--- src/rtl/placar_pkg.sv ---
// Shared types and constants for the scoreboard button path.
// Contents: arbiter FSM state enum, team enum, default debounce length,
// width of the dropped-press counter.
package placar_pkg;

    localparam int unsigned DEBOUNCE_CYCLES_DEF = 4;
    localparam int unsigned DESC_W              = 8;

    typedef enum logic [2:0] {
        IDLE,
        GRANT,
        SETTLE,
        WAIT,
        LOCKED
    } arb_state_t;

    typedef enum logic {
        TEAM_A,
        TEAM_B
    } team_t;

endpackage

--- src/rtl/debounce_botao.sv ---
// Conditions one raw active-low button.
// The button passes through a 2-FF synchroniser and then a stability counter.
// A one-cycle press pulse is emitted when the debounced level falls.
// Ports:
//   clk, reset  - clock, synchronous active-high reset
//   i_btn_n     - raw asynchronous button, 0 = pressed
//   o_press     - registered one-cycle pulse on debounced press
module debounce_botao #(
    parameter int unsigned DEBOUNCE_CYCLES = 4
) (
    input  logic clk,
    input  logic reset,
    input  logic i_btn_n,
    output logic o_press
);

    localparam int unsigned CNT_W = $clog2(DEBOUNCE_CYCLES + 1);
    localparam logic [CNT_W-1:0] CNT_LAST = CNT_W'(DEBOUNCE_CYCLES - 1);

    logic [1:0]       r_sync;
    logic             r_deb;
    logic [CNT_W-1:0] r_cnt;
    logic             r_press;

    // Synchroniser, stability counter and debounced level
    always_ff @(posedge clk) begin
        if (reset) begin
            r_sync  <= 2'b11;
            r_deb   <= 1'b1;
            r_cnt   <= '0;
            r_press <= 1'b0;
        end else begin
            r_sync  <= {r_sync[0], i_btn_n};
            r_press <= 1'b0;
            if (r_sync[1] != r_deb) begin
                // This edge brings the count to DEBOUNCE_CYCLES: accept the new level
                if (r_cnt == CNT_LAST) begin
                    r_deb   <= r_sync[1];
                    r_cnt   <= '0;
                    r_press <= ~r_sync[1];
                end else begin
                    r_cnt <= r_cnt + CNT_W'(1);
                end
            end else begin
                r_cnt <= '0;
            end
        end
    end

    assign o_press = r_press;

endmodule

--- src/rtl/arbitro_botoes.sv ---
// Input conditioner and arbiter between the team buttons and the
// scoreboard controller. Each debounced press latches a pending request.
// Pending requests are granted one at a time, round-robin on conflict,
// and granting is held off while busy. Game over locks the arbiter until reset.
// Ports:
//   clk, reset        - clock, synchronous active-high reset
//   Ba, Bb            - raw team buttons, active-low, asynchronous
//   busy              - controller is processing a point
//   fim_jogo          - game over
//   ponto_a, ponto_b  - one-cycle grant pulses
//   pend_a, pend_b    - pending-request flags
//   descartes         - saturating dropped-press count
// Build option: ARB_DESCARTES_EN enables the descartes counter. When it is
// undefined, descartes is tied to 0.
module arbitro_botoes
    import placar_pkg::*;
#(
    parameter int unsigned DEBOUNCE_CYCLES = DEBOUNCE_CYCLES_DEF
) (
    input  logic              clk,
    input  logic              reset,
    input  logic              Ba,
    input  logic              Bb,
    input  logic              busy,
    input  logic              fim_jogo,
    output logic              ponto_a,
    output logic              ponto_b,
    output logic              pend_a,
    output logic              pend_b,
    output logic [DESC_W-1:0] descartes
);

    logic       w_press_a;
    logic       w_press_b;

    arb_state_t r_state;
    arb_state_t w_state_nxt;
    team_t      r_prio;
    team_t      w_prio_nxt;
    logic       r_ponto_a;
    logic       r_ponto_b;
    logic       w_ponto_a_nxt;
    logic       w_ponto_b_nxt;
    logic       r_pend_a;
    logic       r_pend_b;
    logic       w_pend_a_nxt;
    logic       w_pend_b_nxt;

    debounce_botao #(.DEBOUNCE_CYCLES(DEBOUNCE_CYCLES)) u_deb_a (
        .clk     (clk),
        .reset   (reset),
        .i_btn_n (Ba),
        .o_press (w_press_a)
    );

    debounce_botao #(.DEBOUNCE_CYCLES(DEBOUNCE_CYCLES)) u_deb_b (
        .clk     (clk),
        .reset   (reset),
        .i_btn_n (Bb),
        .o_press (w_press_b)
    );

    // State, priority, pending flags and grant pulses
    always_ff @(posedge clk) begin
        if (reset) begin
            r_state   <= IDLE;
            r_prio    <= TEAM_A;
            r_ponto_a <= 1'b0;
            r_ponto_b <= 1'b0;
            r_pend_a  <= 1'b0;
            r_pend_b  <= 1'b0;
        end else begin
            r_state   <= w_state_nxt;
            r_prio    <= w_prio_nxt;
            r_ponto_a <= w_ponto_a_nxt;
            r_ponto_b <= w_ponto_b_nxt;
            r_pend_a  <= w_pend_a_nxt;
            r_pend_b  <= w_pend_b_nxt;
        end
    end

    // Next state and next outputs; the grant pulse and pend clear are
    // registered on the edge entering GRANT
    always_comb begin
        w_state_nxt   = r_state;
        w_prio_nxt    = r_prio;
        w_ponto_a_nxt = 1'b0;
        w_ponto_b_nxt = 1'b0;
        w_pend_a_nxt  = r_pend_a | w_press_a;
        w_pend_b_nxt  = r_pend_b | w_press_b;

        case (r_state)
            IDLE: begin
                if (!busy && (r_pend_a || r_pend_b)) begin
                    w_state_nxt = GRANT;
                    if (r_pend_a && (!r_pend_b || (r_prio == TEAM_A))) begin
                        w_ponto_a_nxt = 1'b1;
                        w_pend_a_nxt  = 1'b0;
                        w_prio_nxt    = TEAM_B;
                    end else begin
                        w_ponto_b_nxt = 1'b1;
                        w_pend_b_nxt  = 1'b0;
                        w_prio_nxt    = TEAM_A;
                    end
                end
            end
            GRANT:  w_state_nxt = SETTLE;
            SETTLE: w_state_nxt = WAIT;
            WAIT: begin
                if (!busy) begin
                    w_state_nxt = IDLE;
                end
            end
            LOCKED: begin
                w_pend_a_nxt = 1'b0;
                w_pend_b_nxt = 1'b0;
            end
            default: w_state_nxt = IDLE;
        endcase

        // Game over overrides everything, including a grant decided this cycle
        if (fim_jogo) begin
            w_state_nxt   = LOCKED;
            w_prio_nxt    = r_prio;
            w_ponto_a_nxt = 1'b0;
            w_ponto_b_nxt = 1'b0;
            w_pend_a_nxt  = 1'b0;
            w_pend_b_nxt  = 1'b0;
        end
    end

    assign ponto_a = r_ponto_a;
    assign ponto_b = r_ponto_b;
    assign pend_a  = r_pend_a;
    assign pend_b  = r_pend_b;

`ifdef ARB_DESCARTES_EN
    logic              w_drop_a;
    logic              w_drop_b;
    logic [DESC_W:0]   w_desc_sum;
    logic [DESC_W-1:0] r_descartes;

    // A press is dropped when its request is already pending or the game is over
    assign w_drop_a   = w_press_a & (r_pend_a | (r_state == LOCKED));
    assign w_drop_b   = w_press_b & (r_pend_b | (r_state == LOCKED));
    assign w_desc_sum = {1'b0, r_descartes} + (DESC_W+1)'(w_drop_a) + (DESC_W+1)'(w_drop_b);

    // Saturating dropped-press counter
    always_ff @(posedge clk) begin
        if (reset) begin
            r_descartes <= '0;
        end else begin
            r_descartes <= w_desc_sum[DESC_W] ? {DESC_W{1'b1}} : w_desc_sum[DESC_W-1:0];
        end
    end

    assign descartes = r_descartes;
`else
    assign descartes = '0;
`endif

endmodule

--- config.mk ---
export PLATFORM = sky130hd
export DESIGN_NAME = arbitro_botoes
export DESIGN_NICKNAME = d
export VERILOG_FILES = /design/src/rtl/placar_pkg.sv /design/src/rtl/debounce_botao.sv /design/src/rtl/arbitro_botoes.sv
export SDC_FILE = /design/constraint.sdc
export NUM_CORES = 1
export LEC_CHECK = 0
export CAP_MARGIN = 40
export CORE_UTILIZATION = 40
export DETAILED_ROUTE_END_ITERATION = 7
export GPL_ROUTABILITY_DRIVEN = 1
export PLACE_DENSITY = 0.75
export SYNTH_ARGS = -nofsm -noshare
export SYNTH_HDL_FRONTEND = slang
export SYNTH_SLANG_ARGS = --single-unit
--- constraint.sdc ---
create_clock -name clk -period 1.9 [get_ports clk]
set_input_delay 0.57 -clock clk [delete_from_list [all_inputs] [get_ports clk]]
set_output_delay 0.57 -clock clk [all_outputs]
set_load 0.01 [all_outputs]
Yosys cells after proc, flatten, opt, wreduce, memory -nomap -nowiden
Index checks and enable logic that the tools add are counted.
{"block": "totals", "ff_bits": 22, "latch_bits": 0, "mem_bits_rw": 0, "romBits": 0, "input_bits": 6, "out_inout_bits": 12, "wordCells": 73, "memories": 0}
{"block": "classes", "n_addsub": 2, "n_mul": 0, "div": 0, "magnitude_cmp": 0, "eq_ne": 13, "shifts": 0, "mux": 12, "bitwise_logic": 13, "reduce_logical": 18}
{"cell": "3-bit case mux with 5 select lines", "count": 1}
{"cell": "3-bit by 2-bit equality test with 1-bit output (second input constant)", "count": 4}
{"cell": "3-bit OR reduction", "count": 4}
{"cell": "1-bit inverter", "count": 11}
{"cell": "3-bit 2-to-1 mux", "count": 3}
{"cell": "3-bit AND reduction", "count": 3}
{"cell": "3-bit by 1-bit adder with 3-bit output (second input constant)", "count": 2}
{"cell": "1-bit 2-to-1 mux", "count": 6}
{"cell": "2-bit inequality test (second input constant)", "count": 3}
{"cell": "3-bit inequality test (second input constant)", "count": 2}
{"cell": "1-bit case mux with 2 select lines", "count": 2}
{"cell": "2-bit AND reduction", "count": 2}
{"cell": "4-bit OR reduction", "count": 1}
{"cell": "3-bit by 1-bit equality test with 1-bit output (second input constant)", "count": 1}
{"cell": "3-bit equality test (second input constant)", "count": 1}
{"cell": "3-bit logical NOT", "count": 1}
{"cell": "1-bit logical AND", "count": 2}
{"cell": "1-bit logical NOT", "count": 2}
{"cell": "1-bit logical OR", "count": 2}
{"cell": "1-bit inequality test", "count": 2}
{"cell": "1-bit bitwise OR", "count": 2}
{"cell": "2-bit OR reduction", "count": 1}

Logic depth before layout (Yosys ltp)
Gate-level depths: netlist of the first run.
{"block": "depth", "ltp_word": 6, "depth_mapped": 4, "depth_no_buf": 4}

Cells and area by module
From an unflattened synthesis of the first run, not the netlist that was laid out.
{"block": "unflattened", "hier_cells": 82, "area_unflattened_um2": 887.1}
{"mod": "debounce_botao", "instances": 2, "cells_per_inst": 19, "area_each_um2": 246.5, "seq_area_each_um2": 140.1}
{"mod": "arbitro_botoes", "instances": 1, "cells_per_inst": 44, "area_each_um2": 394.1, "seq_area_each_um2": 160.2}

Worst setup path after synthesis of the first run
No wires, ideal clock.
{"block": "synth_path", "path_kind": "input to register", "startpoint": "in busy", "endpoint": "reg r_pend_a (netlist: pend_a)", "setup_time_ps": 133, "t_arrival_ps": 1074, "required_time_ps": 1767, "slack_ps": 692, "stages": 3, "path_buffers": 0, "cell_sequence": "or3_4 -> a21oi_1 -> a211oi_1"}
{"block": "synth_via", "elab_chain_len": 4}
{"item": "from (decl)", "line_no": "arbitro_botoes.sv:24", "rtl": "input logic busy,"}
{"item": "1-bit logical NOT"}
{"item": "1-bit logical AND", "line_no": "arbitro_botoes.sv:94", "rtl": "if (!busy && (r_pend_a || r_pend_b)) begin"}
{"item": "1-bit 2-to-1 mux", "line_no": "arbitro_botoes.sv:94"}
{"item": "1-bit case mux with 2 select lines", "line_no": "arbitro_botoes.sv:92", "rtl": "case (r_state)"}
{"item": "to (signal assigned)", "line_no": "arbitro_botoes.sv:77", "rtl": "r_pend_a <= w_pend_a_nxt;"}
{"item": "to (decl)", "line_no": "arbitro_botoes.sv:44", "rtl": "logic r_pend_a;"}
No other way between the ends.
A chain may end at the register's enable or synchronous reset.

Worst setup path in the final report of the first run
{"block": "layout_path", "startpoint": "reg r_pend_a (netlist: pend_a)", "endpoint": "out pend_a"}
{"item": "to (decl)", "line_no": "arbitro_botoes.sv:28", "rtl": "output logic pend_a,"}
No word-level cell between the ends.

==> out/results.tsv, run 1 <==
metric	value	unit
vias_per_cell	4.579	
multi_input_area	355.3	um2
wl_per_cell	8.905	um
p_per_area	764.8	mW/mm2
finalSetupTns	0	ns
cts_tree	yes	
nFillCells	177	
fmax	551.3	MHz
period_share	0.9548	
grt_pass1_vias	478	
drc	0	
place_hpwl	838.4	um
grt_max_degree	15	
rsz0062_at_grt	no	
drive_above_1_share	0.1313	
maxSlewViolCount	0	
cts.clk_slew.worst_paths	0.10	ns
status	finished, final reports clean	
gr-total-overflow	0	
place_congestion	0.7167	
die_area	0.002329	mm2
coreArea	0.001982	mm2
syn_area_per_cell	9.837	um2
async_flop_share	0	
cp.arrival	1.24	ns
cp_slowest_cell	clkdlybuf4s50_1	
grt_pass1_wl	1932	um
rows	16	
drt_iter0_drc	3	
ir_worst_vdd	0.5785	mV
synthesis.area	855.8	um2
vias	577	
fp.dieH	48.26	um
seqCellArea	442.9	um2
ant_nets	0	
cts-hold-fix-buffers	0	
portBuffers	9	
postSynthCellCount	87	
p_leak	0.0004056	uW
worstPathMaxFanout	6	
final_common_cell	dfxtp_1	
p_sw	152.8	uW
clock-sinks	22	
worst_slack	0.08595	ns
yosysSeqAreaShare	0.5146	
cts_htree_levels	1	
ys_ff_latch	22	
required	1.33	ns
final_cell_mix	dfxtp_1, nor2_1, conb_1, clkdlybuf4s50_1, inv_1	
cts_buffer_depth	2	
power_frac_comb	0.056	
ioPinCount	18	
path_buf_inv	1	
hold_class	flop to flop	
critical-path-top-delay-family	buffers and inverters	
p_sw_frac	0.2016	
p_int	605.1	uW
cts-root-buf	clkbuf_4	
pre_cts_slack	0.04431	ns
grt.total_usage	0.1215	
synth_ff_type	dfxtp_1	
antenna_found_initial	0	
seq_power_share	0.622	
area_growth	15.79	%
n_antenna_cell	0	
finalHoldViolCount	0	
ys_types	23	
yosys_warnings	0	
cp_slowest_stage_delay	0.55	ns
p_total	757.9	uW
start_util	0.4318	
finalCriticalPeriod	1.814	ns
setup_viol	0	
fp.dieW	48.26	um
drt-total-wl	1122	um
path_class	flop to output pin	
synth_edf_count	0	
first_pass_iters	4	
end_kind	output pin	
clk_latency	0.30	ns
cts_made_buffers	3	
fin_skew	0.007030	ns
clockPowerShare	0.322	
startpoint_type	flop	
cap_viol_max_count	0	
cp_cell_sequence	clkdlybuf4s50_1	
nets	110	
## metal layers
layer / vias up / wire [um] / track usage
li1: 301 / - / -
met4: 0 / 8 / 0.04444
met2: 18 / 530 / 0.1920
met1: 256 / 521 / 0.1448
met3: 2 / 61 / 0.05556
met5: - / 0 / 0
## cell type report
type	count	share of cell area
clock buffer	4	0.03662
timing repair buffer	10	0.1010
inverter	6	0.02273
sequential	22	0.4470
tap	27	0.03409
multi-input combinational	57	0.3586
## Yosys cell counts, types with 2 or more instances
library cell   n  area share
nor3_1         2       0.012
o21ai_0        2       0.012
and3_1         2       0.015
or2_2          4       0.029
buf_4          8       0.070
nor2_1        13       0.057
xnor2_1        2       0.020
a211oi_1       3       0.026
nor4bb_1       2       0.023
dfxtp_1       22        0.51
inv_1          6       0.026
a211o_1        3       0.031
ha_1           4       0.058
or3_1          2       0.015
a21oi_1        3       0.018
nor2b_1        2       0.015
## worst paths after layout
kind,from,end,slack (ns),depth (start not counted)
worst min register to register,u_deb_b.r_cnt[0]$_SDFF_PP0_,u_deb_b.r_cnt[0]$_SDFF_PP0_,0.42,1
worst max register to register,u_deb_a.r_cnt[0]$_SDFF_PP0_,u_deb_a.r_cnt[0]$_SDFF_PP0_,0.61,4
worst max-delay path,pend_a$_SDFF_PP0_,pend_a,0.09,1
worst min-delay path,u_deb_b.r_cnt[0]$_SDFF_PP0_,u_deb_b.r_cnt[0]$_SDFF_PP0_,0.42,1
## per-stage QoR
stage / cell area (um2) / hold WS (ns) / utilization / cells
final: 991.0 / 0.4243 / 0.5000 / 126
after global routing: 991.0 / 0.4468 / 0.5000 / 126
after CTS: 988.4 / 0.4300 / 0.4987 / 126
after detailed placement: 949.7 / 0.4056 / 0.4792 / 122
after global placement: 949.7 / 0.3923 / 0.4792 / 122
after floorplan: 882.1 / 0.3895 / - / 94
## repair_timing
action / CTS / global route
setup endpoints to repair: 2 / 1
pin swaps: 0 / 0
setup buffers: 0 / 0
gates resized for setup: 2 / 1
## power by group through the flow
stage | sequential (uW) | clock (uW) | combinational, uW
6_report | 472 | 244 | 42.5
5_1_grt | 473 | 272 | 49.1
4_1_cts | 472 | 251 | 42.6
3_5_place_dp | 482 | 0 | 42.3
3_3_place_gp | 482 | 0 | 41.7
2_1_floorplan | 482 | 0 | 37.6
## cell families (layout without fill, tap and decap cells)
family                   Yosys count  in the layout  share of synthesized area
AO/OA/AOI/OAI                     13             13                     0.1082
XOR/XNOR                           2              2                    0.02047
adder cells (fa/ha/maj)            4              4                    0.05848
buffers and inverters             15             20                     0.1009
flip-flops                        22             22                     0.5146
other                              1              8                   0.004382
AND/OR/NAND/NOR                   30             30                     0.1930
## state kept, by name, indices dropped and copies added, names as in the netlist
register         flops
pend_a               1
ponto_a              1
u_deb_a.r_deb        1
r_prio               1
u_deb_b.r_deb        1
u_deb_b.r_cnt        3
r_state              3
u_deb_a.r_cnt        3
u_deb_a.o_press      1
u_deb_b.r_sync       2
ponto_b              1
u_deb_b.o_press      1
u_deb_a.r_sync       2
pend_b               1
No activity file was read; power rests on OpenSTA's default activity.
==> run 2, diff against run 1 <==
Settings changed: ABC_CLOCK_PERIOD_IN_PS set to 1900.
==> results of run 2 <==
Same layout as run 1: the final DEF is identical, and so are final timing and power.
==> variant, RTL diff (config.mk and constraints of run 2) <==
Add an input register stage for `Ba`, `Bb`, `busy` and `fim_jogo`, with the module's reset; this delays them by one clock.
--- a/src/rtl/arbitro_botoes.sv
+++ b/src/rtl/arbitro_botoes.sv
@@ -32,2 +32,21 @@
 
+    logic Ba_q;
+    logic Bb_q;
+    logic busy_q;
+    logic fim_jogo_q;
+
+    always_ff @(posedge clk) begin
+        if (reset) begin
+            Ba_q       <= '0;
+            Bb_q       <= '0;
+            busy_q     <= '0;
+            fim_jogo_q <= '0;
+        end else begin
+            Ba_q       <= Ba;
+            Bb_q       <= Bb;
+            busy_q     <= busy;
+            fim_jogo_q <= fim_jogo;
+        end
+    end
+
     logic       w_press_a;
@@ -51,3 +70,3 @@
         .reset   (reset),
-        .i_btn_n (Ba),
+        .i_btn_n (Ba_q),
         .o_press (w_press_a)
@@ -58,3 +77,3 @@
         .reset   (reset),
-        .i_btn_n (Bb),
+        .i_btn_n (Bb_q),
         .o_press (w_press_b)
@@ -93,3 +112,3 @@
             IDLE: begin
-                if (!busy && (r_pend_a || r_pend_b)) begin
+                if (!busy_q && (r_pend_a || r_pend_b)) begin
                     w_state_nxt = GRANT;
@@ -109,3 +128,3 @@
             WAIT: begin
-                if (!busy) begin
+                if (!busy_q) begin
                     w_state_nxt = IDLE;
@@ -121,3 +140,3 @@
         // Game over overrides everything, including a grant decided this cycle
-        if (fim_jogo) begin
+        if (fim_jogo_q) begin
             w_state_nxt   = LOCKED;
Check against the original RTL: not equivalent (Yosys sat finds a counterexample within 10 cycles, from zero or initial values and one cycle with reset high).
==> variant against run 2 <==
Synthesized area up 13%; clock skew shrank 0.0037 ns; clock power increased by 54%; non-clock buffer count is 1 higher; total power rose by 31%; routed wire length increased by 19%; cell area up 14%; setup slack got worse by 0.0024 ns; critical path depth stayed put; largest power group unchanged; sequential cell count increased by 4; largest cell class unchanged; synthesized cell count is 10% higher.
==> variant: results (changes against run 2) <==
Finish:
- The fill cell instance count of the final layout is 223 (+26%).
- The fraction of layout cells with a size suffix above 1 was 13.0% (-0.17 points).

Placed design:
- The HPWL after detailed placement is 1.07 mm (+28%).
- The number of cells after detailed placement was 132 (+8.2%).
- The final weighted congestion of routability-driven global placement came to 0.753 (+5.0%).
- The worst slack at placement was 0.0885 ns (+0.0442 ns).
- The area of placed instances came to 1060 um^2 (+12%).

GRT:
- The overall routing resource usage came to 11.9% (-0.28 points).
- The largest net degree at the start of global routing is 16 (+1).
- The global-route wire length before repair came to 2.28 mm (+18%).
- The number of antenna violations at the first check in global routing was 0 (unchanged).
- The number of global-route vias before repair is 573 (+20%).

Synth:
- By count the netlist is led by 26 x sky130_fd_sc_hd__dfxtp_1, 12 x sky130_fd_sc_hd__nor2_1, 8 x sky130_fd_sc_hd__buf_4, 6 x sky130_fd_sc_hd__inv_1, 6 x sky130_fd_sc_hd__nor2b_1.
- The number of different library cells in the post-synthesis netlist is 26 (+13%).
- The sequential cell area fraction in the yosys report is 53.8% (+2.4 points).
- By area the synthesized netlist is led by sky130_fd_sc_hd__dfxtp_1 54%, sky130_fd_sc_hd__buf_4 6.2%, sky130_fd_sc_hd__ha_1 5.2%.
- The instance count of the mapped netlist is 96 (+10%).

Route:
- The mean routed wirelength per cell was 9.85 um (+11%).
- The via count is 634 (+9.9%).

Outcome:
- The flow ran to the end, and the final reports show no timing, DRC or antenna violations.

Worst setup path:
- The maximum single-stage delay on the critical path is 0.53 ns (-0.02 ns).

Pwr:
- The leakage power is 0.462 nW (+14%).
- The highest ir drop seen on vdd was 0.000532 V (-8.1%).
- The switching component of the power is 0.195 mW (+28%).

Timing:
- The worst clock skew was 0.00334 ns (-0.00369 ns).

Worst hold path:
- The startpoint of the lowest-slack hold path is Bb_q.

CTS:
- The clock-pin transition on the worst setup and hold timing paths is 0.14 ns (+0.04 ns).
[variant: path summary, 6_finish.rpt]
kind | cells after the start | slack, ns | to
setup reg to reg | 4 | 0.58 | u_deb_a.r_cnt[1]
setup / recovery | 1 | 0.08 | pend_a
hold / removal | 1 | 0.43 | u_deb_b.r_sync[0]
hold reg to reg | 1 | 0.43 | u_deb_b.r_sync[0]
[variant: logic make-up after synthesis]
logic type               after synthesis  share of synthesized area, %
AO/OA/AOI/OAI                         14                          10.3
XOR/XNOR                               2                          1.81
adder cells (fa/ha/maj)                4                          5.17
buffers and inverters                 16                          9.44
flip-flops                            26                          53.8
other                                  1                         0.388
AND/OR/NAND/NOR                       33                          19.0
[variant: routing by layer]
metal | vias to the layer above | part of all wire (%)
li1 | 326 | -
met1 | 289 | 45
met2 | 17 | 50
met3 | 2 | 3.7
met4 | 0 | 1.3
met5 | - | 0
[variant: power by group through the flow]
stage	sequential [mW]	clock, mW	combinational [mW]
4_1_cts	0.566	0.383	0.0532
5_1_grt	0.565	0.406	0.0589
6_report	0.563	0.375	0.0526
2_1_floorplan	0.576	0	0.0480
3_5_place_dp	0.578	0	0.0530
3_3_place_gp	0.577	0	0.0513
[variant: cell type report]
type / count / area, um^2 / area share, %
repair buffers: 11 / 108 / 9.54
clock inverters: 1 / 30.0 / 2.66
clock buffers: 3 / 22.5 / 2.00
inverters: 6 / 22.5 / 2.00
flip-flops and latches: 26 / 528 / 46.8
well taps: 28 / 35.0 / 3.11
multi-input cells: 61 / 382 / 33.9
[variant: repair_timing]
action	in CTS	in global routing
pin swaps	0	0
resized for setup	2	3
setup endpoints to repair	2	2
hold endpoints to repair	0	0
setup buffers	0	0
